## src/rtl/fetch_unit.sv

```systemverilog
// fetch_fifo: small generic FIFO with synchronous flush; head is visible combinationally.
// Latency: a push is visible at the head on the cycle after it is written.
// Backpressure: none internally; the producer must never push when full.
module fetch_fifo #(
   parameter int W     = 8,
   parameter int DEPTH = 2
) (
   input  logic                         clk,
   input  logic                         rst,
   input  logic                         flush,
   input  logic                         push,
   input  logic [W-1:0]                 push_dat,
   input  logic                         pop,
   output logic [W-1:0]                 head_dat,
   output logic [$clog2(DEPTH+1)-1:0]   count
);
   localparam int PW = (DEPTH > 1) ? $clog2(DEPTH) : 1;
   localparam int CW = $clog2(DEPTH+1);

   logic [W-1:0]  mem [DEPTH];
   logic [PW-1:0] wr_ptr;
   logic [PW-1:0] rd_ptr;

   function automatic logic [PW-1:0] ptr_inc(input logic [PW-1:0] p);
      return (p == PW'(DEPTH-1)) ? '0 : p + PW'(1);
   endfunction

   assign head_dat = mem[rd_ptr];

   always_ff @(posedge clk or negedge rst) begin
      if (!rst) begin
         for (int i = 0; i < DEPTH; i++) mem[i] <= '0;
         wr_ptr <= '0;
         rd_ptr <= '0;
         count  <= '0;
      end else if (flush) begin
         wr_ptr <= '0;
         rd_ptr <= '0;
         count  <= '0;
      end else begin
         if (push) begin
            mem[wr_ptr] <= push_dat;
            wr_ptr      <= ptr_inc(wr_ptr);
         end
         if (pop) rd_ptr <= ptr_inc(rd_ptr);
         count <= count + CW'(push) - CW'(pop);
      end
   end
endmodule

// fetch_unit: instruction fetch with PC, one outstanding memory read and a 2-entry output FIFO.
// Latency: first issue in the first RUN cycle, instruction valid two cycles later; 1 instr/cycle steady state.
// Backpressure: stall holds the FIFO head; issue stops once FIFO + in-flight occupancy reaches 2.
// Ports: clk/rst (async active-low); start, stall, redirect/redirect_pc control;
//        imem_en/imem_addr/imem_rdata memory read port (data one cycle after enable);
//        instr/valid/instr_pc delivered instruction; halted high in HALT state.
module fetch_unit #(
   parameter int              ADDR_W      = 8,
   parameter logic [ADDR_W-1:0] RESET_PC  = '0,
   parameter logic [3:0]      HALT_OPCODE = 4'hF
) (
   input  logic              clk,
   input  logic              rst,
   input  logic              start,
   input  logic              stall,
   input  logic              redirect,
   input  logic [ADDR_W-1:0] redirect_pc,
   output logic              imem_en,
   output logic [ADDR_W-1:0] imem_addr,
   input  logic [7:0]        imem_rdata,
   output logic [7:0]        instr,
   output logic              valid,
   output logic [ADDR_W-1:0] instr_pc,
   output logic              halted
);
   typedef enum logic [1:0] {IDLE, RUN, HALT} state_t;

   typedef struct packed {
      logic [7:0]        instr;
      logic [ADDR_W-1:0] pc;
   } entry_t;

   state_t            state_q, state_d;
   logic [ADDR_W-1:0] pc_q, pc_d;
   logic              inflight_q;
   logic [ADDR_W-1:0] inflight_pc_q;

   entry_t            head;
   entry_t            push_entry;
   logic [1:0]        count;
   logic [2:0]        occ;
   logic              pop, halt_pop, flush, push, issue, room;

   assign valid    = (count != 2'd0);
   assign instr    = head.instr;
   assign instr_pc = head.pc;
   assign halted   = (state_q == HALT);

   assign pop      = valid && !stall;
   // Redirect outranks a halting pop: the halt byte is flushed along with everything else.
   assign halt_pop = pop && (head.instr[7:4] == HALT_OPCODE) && !redirect;
   assign flush    = redirect || halt_pop;

   // The read issued last cycle returns now; it is dropped if this cycle flushes.
   assign push             = inflight_q && !flush;
   assign push_entry.instr = imem_rdata;
   assign push_entry.pc    = inflight_pc_q;

   // Occupancy as it will stand next cycle before any new issue; keeps the FIFO from overflowing.
   assign occ   = {1'b0, count} + {2'b00, inflight_q};
   assign room  = (occ - {2'b00, pop}) < 3'd2;
   assign issue = (state_q == RUN) && !redirect && !halt_pop && room;

   assign imem_en   = issue;
   assign imem_addr = issue ? pc_q : '0;

   fetch_fifo #(.W($bits(entry_t)), .DEPTH(2)) u_fifo (
      .clk      (clk),
      .rst      (rst),
      .flush    (flush),
      .push     (push),
      .push_dat (push_entry),
      .pop      (pop),
      .head_dat (head),
      .count    (count)
   );

   always_comb begin
      state_d = state_q;
      pc_d    = pc_q;
      if (redirect) begin
         pc_d = redirect_pc;
      end else if (halt_pop) begin
         pc_d    = instr_pc + ADDR_W'(1);
         state_d = HALT;
      end else begin
         if (issue) pc_d = pc_q + ADDR_W'(1);
         case (state_q)
            IDLE, HALT: if (start) state_d = RUN;
            RUN:        state_d = RUN;
            default:    state_d = IDLE;
         endcase
      end
   end

   always_ff @(posedge clk or negedge rst) begin
      if (!rst) begin
         state_q       <= IDLE;
         pc_q          <= RESET_PC;
         inflight_q    <= 1'b0;
         inflight_pc_q <= '0;
      end else begin
         state_q    <= state_d;
         pc_q       <= pc_d;
         inflight_q <= issue;
         if (issue) inflight_pc_q <= pc_q;
      end
   end
endmodule

```

## config.mk

```make
export PLATFORM = sky130hd
export DESIGN_NAME = fetch_unit
export DESIGN_NICKNAME = d
export VERILOG_FILES = /design/src/rtl/fetch_unit.sv
export SDC_FILE = /design/constraint.sdc
export NUM_CORES = 1
export LEC_CHECK = 0
export CAP_MARGIN = 20
export CORE_MARGIN = 3
export CORE_UTILIZATION = 36
export DETAILED_ROUTE_END_ITERATION = 10
export HOLD_SLACK_MARGIN = 0.08
export SLEW_MARGIN = 5
export SYNTH_ARGS = -nofsm -noshare
export SYNTH_HDL_FRONTEND = slang
export SYNTH_SLANG_ARGS = --single-unit
```

## constraint.sdc

```tcl
create_clock -name clk -period 7.5 [get_ports clk]
set_clock_uncertainty 0.05 [all_clocks]
set_input_delay 1.5 -clock clk [delete_from_list [all_inputs] [get_ports clk]]
set_output_delay 1.5 -clock clk [all_outputs]
set_load 0.02 [all_outputs]
```

==> flow_metrics.env, run 1 <==
export IMPL_initial_utilization_pct=37.69
export IMPL_fp_dieH_um=96.65
export IMPL_synth_avg_cell_area_um2=11.78
export IMPL_arrival_ns=4.77
export IMPL_period_share_pct=84.26
export IMPL_grt_util_met1_pct=19.80
export IMPL_cp_required_ns=5.95
export IMPL_worst_path_dominant_cell_family="buffers and inverters"
export IMPL_hold_violations=0
export IMPL_dp_hpwl_um=4725
export IMPL_p_total_mw=1.609
export IMPL_status="finished, final reports clean"
export IMPL_met3_usage_pct=2.668
export IMPL_crit_buf_inv=4
export IMPL_critPathLaunchType="input pin"
export IMPL_multi_input_area_um2=1480
export IMPL_max_cap_viol_count=0
export IMPL_post_route_cell_area_um2=3615
export IMPL_layout_min_cycle_time_ns=6.319
export IMPL_cts_sinks=55
export IMPL_grt_max_degree=56
export IMPL_vias=2101
export IMPL_placed_area_um2=3502
export IMPL_wl_per_cell_um=16.43
export IMPL_yosysSeqAreaShare_pct=46.53
export IMPL_first_pass_iters=4
export IMPL_drtAntennaViolNets=0
export IMPL_overflow=0
export IMPL_ys_async_sr_fraction_pct=100.0
export IMPL_synth_cells=251
export IMPL_area_growth_pct=22.21
export IMPL_regArea_um2=1376
export IMPL_met2_usage_pct=22.40
export IMPL_fin_nets=324
export IMPL_dr_first_iter_drc_count=127
export IMPL_rsz0062_at_grt="false"
export IMPL_yosysTopAreaCellShare_pct=46.53
export IMPL_clk_pin_slew_worst_paths_ns=0.10
export IMPL_coreArea_um2=7848
export IMPL_worst_pin_slew_ns=1.071
export IMPL_cp_end_kind="primary output"
export IMPL_crit_slowest_cell="clkdlybuf4s50_1"
export IMPL_power_leakage_nw=1.522
export IMPL_die_area_um2=9340
export IMPL_slew_violations=0
export IMPL_cts_tree="built"
export IMPL_fillers=751
export IMPL_path_class="in -> out"
export IMPL_htreeDepth=2
export IMPL_busiest_layer="met2"
export IMPL_ctsResizeCount=0
export IMPL_cts_made_buffers=5
export IMPL_max_slew_margin_pct=28.62
export IMPL_crit_chain="clkdlybuf4s50_1, o21bai_2, inv_1, ha_1, inv_1, nand2_1, fa_1, xor2_1, or3_1, nor2_2, clkdlybuf4s50_1"
export IMPL_fin_util_pct=46.06
export IMPL_power_density_nw_per_um2=445.0
export IMPL_cpPeakStageDelay_ns=0.72
export IMPL_num_rows=32
export IMPL_portBuffers=47
export IMPL_vdd_drop_max_mv=0.2359
export IMPL_antenna_found_initial=0
export IMPL_drc=0
export IMPL_setup_tns_final_ns=0
export IMPL_fmax_mhz=158.2
export IMPL_io_pins=48
export IMPL_min_path_type="reg -> reg"
export IMPL_cts_setup_buffers=0
export IMPL_grt_pass1_wl_um=10820
export IMPL_synth_edf_count=0
export IMPL_cts_root_buf="clkbuf_8"
export IMPL_grt_pass1_vias=2108
export IMPL_syn_cell_area_um2=2958
export IMPL_setup_violations=0
export IMPL_yosys_warnings=0
export IMPL_synth_ff_type="dfrtp_1"
export IMPL_synth_net_count=277
export IMPL_clk_latency_ns=0.31
export IMPL_ys_types=44
export IMPL_cts_hold_buf=0
export IMPL_cp_max_fo=10
export IMPL_diodes=0
export IMPL_r2r_setup_slack_ns=3.51
export IMPL_gp_congestion=0.7898
export IMPL_via_per_inst=5.239
export IMPL_clockBufferDepth=2
export IMPL_die_x_um=96.65
export IMPL_ys_top_cells_by_area="dfrtp_1 (47%), mux2_2 (18%), mux2_4 (5.1%)"
export IMPL_grt_usage_pct=14.06
export IMPL_drive_gt1_share_pct=23.75
export IMPL_routed_wl_um=6587
export IMPL_synth_seq_cells=55
export IMPL_synth_largest_area_cell="dfrtp_1"
## cells in the final DEF (no fill, tap or decap), types with 4 or more instances in the layout
cell type and count:
xnor2_1 9, a21oi_1 5, ha_1 4, o21ai_0 5, nor3_1 7, inv_1 10
mux2_4 10, nor2_1 12, and3_1 8, clkdlybuf4s50_1 46, mux2_2 46, clkbuf_8 5
nand3b_1 4, nand2_1 19, nand3_1 8, dfrtp_1 55
## synth_stat cells, types with 2 or more instances
library cell / number
a211oi_1: 2
a21o_1: 2
a21oi_1: 5
a22oi_1: 2
and2_1: 2
and3_1: 8
buf_4: 2
clkbuf_1: 6
dfrtp_1: 55
ha_1: 4
inv_1: 10
mux2_2: 46
mux2_4: 10
mux2i_1: 3
nand2_1: 19
nand3_1: 8
nand3b_1: 4
nand4_1: 2
nand4b_1: 2
nor2_1: 12
nor3_1: 7
o21ai_0: 5
o21bai_1: 2
o311ai_0: 2
o31ai_1: 2
xnor2_1: 9
xor2_1: 3
## state kept, by name, indices dropped and copies added, names as in the netlist
signal and cells:
u_fifo.count 2, state_q 2, u_fifo.rd_ptr 1, u_fifo.wr_ptr 1
pc_q 8, inflight_pc_q 8, u_fifo.mem 32, inflight_q 1
## worst register-to-register path, stage by stage (launching register included)
cell	delay [ns]
dfrtp_1	1.06
nand4_1	0.40
a2111oi_4	0.77
mux2_2	0.30
ha_1	0.30
inv_1	0.12
a211oi_1	0.29
xnor2_1	0.13
mux2_2	0.28
a22oi_1	0.19
## kinds of logic after synthesis
family,count (synthesis),share of synthesized area [%]
compound gates,29,7.783
xor+xnor,12,3.554
fa+ha+maj,5,2.369
buf+inv,20,3.426
flops,55,46.53
mux,59,23.60
simple gates,71,12.73
## path summary, 6_finish.rpt
kind	from	endpoint	cells after the start
worst max register to register	u_fifo.rd_ptr	pc_q[6]	9
worst min register to register	u_fifo.mem[26]	u_fifo.mem[26]	1
max in group asynchronous	rst	state_q[0]	2
worst min-delay path	u_fifo.mem[26]	u_fifo.mem[26]	1
min in group asynchronous	rst	u_fifo.mem[24]	2
worst max-delay path	stall	imem_en	11
## power by group
part           switching (mW)  total (mW)  leakage [nW]  internal [mW]
clock                  0.0953       0.163        0.0428         0.0677
sequential              0.141       0.573         0.674          0.432
combinational           0.407       0.873         0.805          0.465
total                   0.644        1.61          1.52          0.965
## per-layer routing
layer	vias to the layer above	routed length, um
li1	995	-
met1	1045	3148
met2	57	3117
met3	4	276
met4	0	44
met5	-	0
## per-stage QoR
stage	cells	setup slack [ns]	hold slack, ns
floorplan	251	2.415	0.4236
global placement	392	1.249	0.4311
detailed placement	392	1.184	0.4428
CTS	400	1.170	0.4664
global route	401	0.9973	0.4811
finish	401	1.181	0.4632
## final cells by class
type,count,share of cell area (%)
Clock buffer,7,2.111
Clock inverter,1,0.2423
Inverter,10,1.038
Multi-Input combinational cell,176,40.95
Sequential cell,55,38.08
Tap cell,102,3.531
Timing Repair Buffer,50,14.05
Note: power is estimated with default switching activity, not from simulation.
==> run 2: changes to the inputs <==
==> constraint.sdc (replaced) <==
create_clock -name clk -period 6.3 [get_ports clk]
set_clock_uncertainty 0.05 [all_clocks]
set_input_delay 1.26 -clock clk [delete_from_list [all_inputs] [get_ports clk]]
set_output_delay 1.26 -clock clk [all_outputs]
set_load 0.02 [all_outputs]
==> run 2 against run 1 <==
  * Power is 21% higher
  * Utilization rose by 0.22 points
  * Critical path depth increased by 1
  * Largest cell class unchanged
  * Register-to-register slack got worse by 1.0 ns
  * First-iteration DRC count down 23%
  * Critical path type unchanged
  * Sequential share of layout area is 0.18 points lower
  * Clock power rose by 48%
  * Design area rose by 0.48%
  * Sequential cell count stayed put
  * Final cell count rose by 0.25%
  * Worst hold slack worse by 0.0029 ns
  * Highest routed layer unchanged
==> flow_metrics.env, run 2 (synthesis gave the netlist of run 1 again) <==
export IMPL_status="finished, final reports clean"
export IMPL_cp_max_fo=10
export IMPL_cts_hold_buf=0
export IMPL_top_regs="u_fifo.mem x32, inflight_pc_q x8, pc_q x8"
export IMPL_dr_first_iter_drc_count=98
export IMPL_area_growth_pct=22.80
export IMPL_arrival_ns=4.29
export IMPL_r2r_end="pc_q[6]"
export IMPL_cts_setup_buffers=0
export IMPL_power_leakage_nw=1.532
export IMPL_crit_slowest_cell="clkdlybuf4s50_1"
export IMPL_setup_tns_final_ns=0
export IMPL_whs_path_depth=1
export IMPL_dp_hpwl_um=4677
export IMPL_drtAntennaViolNets=0
export IMPL_p_seq_share_pct=34.8
export IMPL_diodes=0
export IMPL_min_path_type="reg -> reg"
export IMPL_fillers=742
export IMPL_power_density_nw_per_um2=538.0
export IMPL_vias=2044
export IMPL_first_pass_iters=4
export IMPL_cts_made_buffers=5
export IMPL_cp_required_ns=4.99
export IMPL_via_per_inst=5.085
export IMPL_grt_pass1_wl_um=11210
export IMPL_power_frac_clock_pct=12.4
export IMPL_worst_pin_slew_ns=1.072
export IMPL_portBuffers=47
export IMPL_grt_usage_pct=14.57
export IMPL_cts_sinks=55
export IMPL_final_cell_mix="dfrtp_1 (55), mux2_2 (46), clkdlybuf4s50_1 (46)"
export IMPL_slew_violations=0
export IMPL_rsz0062_at_grt="false"
export IMPL_top_register="u_fifo.mem"
export IMPL_critPathLaunchType="input pin"
export IMPL_routed_wl_um=6468
export IMPL_p_int_mw=1.188
export IMPL_overflow=0
export IMPL_coreArea_um2=7848
export IMPL_p_switching_mw=0.7660
export IMPL_die_area_um2=9340
export IMPL_min_from="u_fifo.mem[10]"
export IMPL_ctsResizeCount=0
export IMPL_max_slew_margin_pct=28.47
export IMPL_p_total_mw=1.954
export IMPL_io_pins=48
export IMPL_fin_nets=325
export IMPL_clk_latency_ns=0.31
export IMPL_drc=0
export IMPL_cts_root_buf="clkbuf_8"
export IMPL_cpPeakStageDelay_ns=0.64
export IMPL_multi_input_area_um2=1480
export IMPL_r2r_setup_slack_ns=2.47
export IMPL_layout_min_cycle_time_ns=5.596
export IMPL_clk_pin_slew_worst_paths_ns=0.10
export IMPL_placed_area_um2=3517
export IMPL_antenna_found_initial=0
export IMPL_hold_violations=0
export IMPL_fp_dieH_um=96.65
export IMPL_cp_end_kind="primary output"
export IMPL_period_share_pct=88.83
export IMPL_setup_violations=0
export IMPL_initial_utilization_pct=37.69
export IMPL_gp_congestion=0.8008
export IMPL_drive_gt1_share_pct=24.67
export IMPL_cts_tree="built"
export IMPL_vdd_drop_max_mv=0.2641
export IMPL_rr_worst_depth=9
export IMPL_htreeDepth=2
export IMPL_grt_max_degree=56
export IMPL_die_x_um=96.65
export IMPL_crit_chain="clkdlybuf4s50_1, o21bai_2, inv_1, ha_1, inv_1, nand2_1, fa_1, xor2_1, or3_1, nor2_2, buf_4, clkdlybuf4s50_1"
export IMPL_path_class="in -> out"
export IMPL_fmax_mhz=178.7
export IMPL_post_route_cell_area_um2=3632
export IMPL_wl_per_cell_um=16.09
export IMPL_num_rows=32
export IMPL_clockBufferDepth=2
export IMPL_max_cap_viol_count=0
export IMPL_swShare_pct=39.20
export IMPL_largest_reg_flops=32
export IMPL_grt_pass1_vias=2124
export IMPL_mostFrequentLayoutCell="dfrtp_1"
export IMPL_regArea_um2=1376
export IMPL_r2r_start="u_fifo.rd_ptr"
export IMPL_comb_power_share_pct=52.9
export IMPL_whs_endpoint="u_fifo.mem[10]"
-- run 2: changes by cell type in the layout (fill, tap and decap cells not counted) --
cell        before  now
bufinv_16        0    1
clkbuf_1         2    0
buf_16           1    0
clkinvlp_4       0    1
buf_4            2    4
-- run 2: worst max path at each step --
stage | startpoint | endpoint
2_1_floorplan | stall | imem_addr[3]
3_3_place_gp | stall | imem_en
3_5_place_dp | stall | imem_en
4_1_cts | stall | imem_en
5_1_grt | stall | imem_en
6_report | stall | imem_en
-- run 2: power groups by stage --
stage	clock (mW)	combinational (mW)	sequential, mW
2_1_floorplan	0	0.730	0.614
3_3_place_gp	0	1.03	0.682
3_5_place_dp	0	1.04	0.686
4_1_cts	0.249	1.05	0.680
5_1_grt	0.262	1.12	0.711
6_report	0.242	1.03	0.679
-- run 2: metrics by stage --
step	hold WS, ns	util (%)	worst slack [ns]	cells
after floorplan	0.4236	-	1.695	251
after global placement	0.4314	44.82	0.7559	394
after detailed placement	0.4398	44.82	0.6887	394
after CTS	0.4650	46.29	0.6895	402
after global routing	0.4759	46.29	0.5358	402
final	0.4603	46.29	0.7036	402
-- run 2: per-layer routing --
layer  share of wire [%]  GRT usage, %
met1                  48         20.38
met3                 3.9         3.100
met2                  47         23.30
met5                   0             0
met4                0.99         3.240
-- run 2: critical path, delay by kind of cell --
family	cells	cell delay, ns
xor+xnor	1	0.16
simple gates	3	0.59
fa+ha+maj	2	0.65
compound gates	1	0.18
buf+inv	5	1.45
-- run 2: layout make-up --
type | instances | share of cell area [%]
clock inverter | 3 | 1.275
multi-input combinational | 176 | 40.75
tap | 102 | 3.514
inverter | 10 | 1.033
sequential | 55 | 37.89
clock buffer | 5 | 1.895
timing repair buffer | 51 | 13.64
==> edit 1 (config.mk and constraints of run 2) <==
The 3 states of `state_t` get a one-hot encoding in 3 bits.
--- a/src/rtl/fetch_unit.sv
+++ b/src/rtl/fetch_unit.sv
@@ -73,7 +73,7 @@
    output logic [ADDR_W-1:0] instr_pc,
    output logic              halted
 );
-   typedef enum logic [1:0] {IDLE, RUN, HALT} state_t;
+   typedef enum logic [2:0] {IDLE = 3'b001, RUN = 3'b010, HALT = 3'b100} state_t;
 
    typedef struct packed {
       logic [7:0]        instr;
Behaviour: same outputs for any inputs over 10 cycles, from zero or initial values and one cycle with rst low; not proved beyond that.
==> edit 1 against run 2 <==
  * Setup slack got worse by 0.045 ns
  * Die area rose by 4.0%
  * Sequential cell count rose by 1
  * Via count rose by 6.6%
  * Synthesized cell count rose by 2.8%
  * Final area rose by 3.0%
  * Fmax fell by 0.79%
  * Area after synthesis rose by 4.3%
  * Wire length rose by 9.4%
  * Power fell by 28%
  * Critical endpoint is now imem_addr[1]
  * Largest cell class unchanged
  * Highest routed layer unchanged
==> edit 1: results (changes against run 2) <==
[synthesis]
ys_seq_area_share_pct = 45.5  ; -1.1 points
post_synth_num_cell_types = 57  ; +30%
synth_area_leaders = dfrtp_1 45%, mux2_2 16%, mux2_4 4.9%, xnor2_1 2.3%, mux2i_1 1.9%
synth_nets = 284  ; +2.5%
postSynthAreaPerCell_um2 = 12.0  ; +1.4%

[drt]
vias = 2178  ; +6.6%
drt-total-wl_um = 7070  ; +9.4%
via_per_inst = 5.29  ; +4.0%

[place]
dp_slack_ns = 0.683  ; -0.00568 ns
place_congestion = 0.815  ; +1.7%
dp_cells = 404  ; +2.5%
placed_area_um2 = 3650  ; +3.7%

[global_routing]
grt_first_pass_wirelength_um = 11800  ; +5.7%
grt_use_total_pct = 15.1  ; +0.57 points

[power_and_ir_drop]
peakVddDrop_mv = 0.188  ; -29%
p_leak_uw = 0.00164  ; +6.8%

[worst_setup_path]
cp.arrival_ns = 4.33  ; +0.04 ns
critical-path-max-stage-delay_ns = 0.61  ; -0.03 ns
crit_fanout = 13  ; +3

[outcome]
status = finished, final reports clean

[layout]
finalNetCount = 332  ; +2.2%
fillers = 780  ; +5.1%
drive_gt1_share_pct = 25.4  ; +0.74 points

[min_path]
hold_start = u_fifo.mem[22]

[sta]
worst_pin_slew_ns = 0.944  ; -0.128 ns

==> edit 1: cell types whose count changed after synthesis, sizes merged, moves of 3 or more <==
| cell | before | now |
|---|---|---|
| mux2i | 3 | 6 |
| mux2 | 56 | 53 |
| o21bai | 3 | 0 |
| nand2 | 19 | 8 |
| a211o | 0 | 3 |
| a21oi | 5 | 12 |
| nor3b | 1 | 4 |
==> edit 1: report_power, final <==
group | leakage (uW) | switching [uW] | total [uW] | internal (uW)
Clock | 0.0000404 | 125 | 204 | 79.1
Combinational | 0.000867 | 285 | 609 | 324
Sequential | 0.000728 | 130 | 602 | 472
==> edit 1: layer usage <==
layer	share of wire, %	global-route usage, %	vias up
met1	47	20.9	1088
met4	0.89	3.26	0
li1	-	-	1049
met5	0	0	-
met2	49	24.8	35
met3	3.1	3.11	6
==> edit 1: kinds of logic after synthesis <==
logic type / Yosys count / share of synthesized area, %
AOI/OAI and AO/OA: 44 / 11.0
xor gates and xnor gates: 11 / 3.12
adders and majority gates: 5 / 2.27
buffers and inverters: 20 / 3.12
DFF: 56 / 45.5
muxes: 59 / 22.5
and+or+nand+nor: 63 / 12.5
==> edit 1: area by class of cell <==
type                    instances  share of cell area, %
multi-input cells             182                   42.4
clock buffers                   5                   1.84
clock inverters                 3                  0.635
flip-flops and latches         56                   37.5
well taps                     105                   3.51
repair buffers                 50                   13.0
inverters                      11                   1.10
==> edit 1: path summary, 6_finish.rpt <==
kind,end,slack (ns),depth (start not counted)
max,imem_addr[1],0.66,11
min,u_fifo.mem[22],0.46,1
min in group asynchronous,pc_q[3],1.01,2
max in group asynchronous,u_fifo.mem[18],4.68,2
min reg2reg,u_fifo.mem[22],0.46,1
max reg2reg,pc_q[6],2.92,11
==> edit 2 (config.mk and constraints of run 2) <==
Made on the original files. Change the parameter `ADDR_W` from 8 to 9.
--- a/src/rtl/fetch_unit.sv
+++ b/src/rtl/fetch_unit.sv
@@ -55,7 +55,7 @@
 //        imem_en/imem_addr/imem_rdata memory read port (data one cycle after enable);
 //        instr/valid/instr_pc delivered instruction; halted high in HALT state.
 module fetch_unit #(
-   parameter int              ADDR_W      = 8,
+   parameter int              ADDR_W      = 9,
    parameter logic [ADDR_W-1:0] RESET_PC  = '0,
    parameter logic [3:0]      HALT_OPCODE = 4'hF
 ) (
Interface: changed (resized imem_addr, instr_pc and redirect_pc); port bits go from 48 to 51. The function was not compared with the original's and may differ.
==> edit 2 against run 2 <==
  * Setup slack worse by 0.27 ns
  * Sequential cell count is 4 higher
  * Critical endpoint is now imem_addr[7]
  * Highest routed layer unchanged
  * Final area is 9.2% higher
  * Area after synthesis is 6.9% higher
  * Wire length is 13% higher
  * Register-to-register slack better by 0.50 ns
  * Sequential share of layout area is 0.66 points lower
  * Power is 14% higher
  * Critical path depth is 1 lower
  * Count of clock-buffer cells in the layout is 7 higher
  * Critical path type unchanged
==> edit 2: results (changes against run 2) <==
[worst_setup_path]
crit_fanout = 15  ; +5
rr_startpoint = u_fifo.rd_ptr
cp.arrival_ns = 4.55  ; +0.26 ns
worstRegToRegCells = 14  ; +5
reg2reg_slack_ns = 2.97  ; +0.50 ns
worst_r2r_endpoint = pc_q[6]

[clock_network]
cts_buffers = 9  ; +4
cts_max_level = 3  ; +1
clk_latency_ns = 0.34  ; +0.03 ns
post_cts_buffers = 0  ; unchanged
clk_path_buf_depth = 2  ; unchanged
cts_resized = 0  ; unchanged
clk_pin_slew_worst_paths_ns = 0.07  ; -0.03 ns
cts-root-buf = clkbuf_8

[drt]
drt-total-wl_um = 7330  ; +13%
wl_per_cell_um = 16.7  ; +3.5%
drt_first_iter_violations = 76  ; -22%
vias = 2266  ; +11%
firstDrtPassIters = 4  ; unchanged

[synthesis]
post_synth_num_cell_types = 45  ; +2.3%
ys_warn_count = 0  ; unchanged
postSynthAreaPerCell_um2 = 11.5  ; -2.4%
synth_area_leaders = dfrtp_1 47%, mux2_2 15%, mux2_4 4.7%, xnor2_1 3.9%, nand2_1 2.6%
synth-main-ff-cell = dfrtp_1
synth_nets = 302  ; +9.0%
ys_async_sr_fraction_pct = 100  ; unchanged
ys_seq_area_share_pct = 46.7  ; +0.15 points
ys_top_cells_by_count = 59 x dfrtp_1, 42 x mux2_2, 22 x nand2_1

[layout]
finalNetCount = 357  ; +9.8%
top_regs = u_fifo.mem (34), inflight_pc_q (9), pc_q (9)
drive_gt1_share_pct = 24.2  ; -0.49 points
antennaDiodeCount = 0  ; unchanged
fillers = 778  ; +4.9%

[place]
hpwl_um = 5060  ; +8.1%
place_congestion = 0.780  ; -2.6%
port_buffers = 50  ; +6.4%
placed_area_um2 = 3750  ; +6.7%
dp_slack_ns = 0.359  ; -0.330 ns
dp_cells = 424  ; +7.6%

[power_and_ir_drop]
p_leak_uw = 0.00171  ; +11%
peakVddDrop_mv = 0.259  ; -2.0%

[global_routing]
grt_max_degree = 60  ; +7.1%
antenna_found_initial = 0  ; unchanged
grt_use_total_pct = 15.9  ; +1.4 points
grt_pass1_vias = 2384  ; +12%
grt_first_pass_wirelength_um = 12300  ; +10%

[sta]
setup_tns_ns = 0  ; unchanged
relSlewSlack_pct = 32.7  ; +4.2 points

[outcome]
status = finished, final reports clean

[min_path]
holdPathEnd = u_fifo.mem[9]
hold_start = u_fifo.mem[9]
hp-class = flip-flop to flip-flop
hold_depth = 1  ; unchanged

-- edit 2: changes by cell type after synthesis, moves of 5 or more --
cell,delta
o21ai_0,+5
nor2_1,+5
xnor2_1,+5
and2_1,+9
-- edit 2: final cells by class --
| class | instances | area [um^2] | area share, % |
|---|---|---|---|
| timing repair buffer | 57 | 548 | 13.8 |
| tap | 105 | 131 | 3.31 |
| inverter | 10 | 37.5 | 0.947 |
| multi-input combinational | 193 | 1560 | 39.3 |
| sequential | 59 | 1480 | 37.2 |
| clock buffer | 12 | 165 | 4.17 |
| clock inverter | 4 | 47.5 | 1.20 |
-- edit 2: logic make-up after synthesis --
| logic type | synth area share (%) |
|---|---|
| muxes | 22.7 |
| adders and majority gates | 2.22 |
| DFF | 46.7 |
| xor gates and xnor gates | 4.98 |
| and+or+nand+nor | 12.6 |
| AOI/OAI and AO/OA | 6.80 |
| buffers and inverters | 4.03 |
-- edit 2: where the power goes --
group | switching, uW | internal (uW)
Combinational | 532 | 601
Clock | 154 | 214
Sequential | 163 | 557
Total | 849 | 1370
-- edit 2: routing by layer --
metal | share of wire (%) | wire length [um] | vias up | GRT usage, %
li1 | - | - | 1068 | -
met1 | 47 | 3450 | 1137 | 21.5
met2 | 47 | 3460 | 56 | 25.5
met3 | 5.0 | 367 | 5 | 4.63
met4 | 0.66 | 48 | 0 | 3.47
met5 | 0 | 0 | - | 0
-- edit 2: worst max-delay path by stage --
| stage | startpoint | to | slack, ns | cells after the start |
|---|---|---|---|---|
| 5_1_grt | stall | imem_addr[7] | 0.12 | 11 |
| 3_5_place_dp | stall | imem_addr[7] | 0.36 | 11 |
| 6_report | stall | imem_addr[7] | 0.44 | 11 |
| 3_3_place_gp | stall | imem_addr[1] | 0.48 | 11 |
| 2_1_floorplan | stall | imem_addr[0] | 1.30 | 10 |
| 4_1_cts | stall | imem_addr[7] | 0.35 | 11 |
-- edit 2: stage by stage --
step	hold slack [ns]	utilization (%)	power [uW]
2_1_floorplan	0.409	-	1440
3_3_place_gp	0.419	44.8	1850
3_5_place_dp	0.428	44.8	1860
4_1_cts	0.445	47.3	2250
5_1_grt	0.468	47.3	2380
6_report	0.441	47.3	2220
-- edit 2: worst max-delay path, stage by stage --
cell and delay, ns:
clkdlybuf4s50_1 0.40, nor2_1 0.42, ha_1 0.33, inv_1 0.07, nand2_1 0.06, fa_1 0.38
xnor2_1 0.15, nand4b_1 0.15, nor2_2 0.50, and2_1 0.22, clkdlybuf4s50_1 0.61
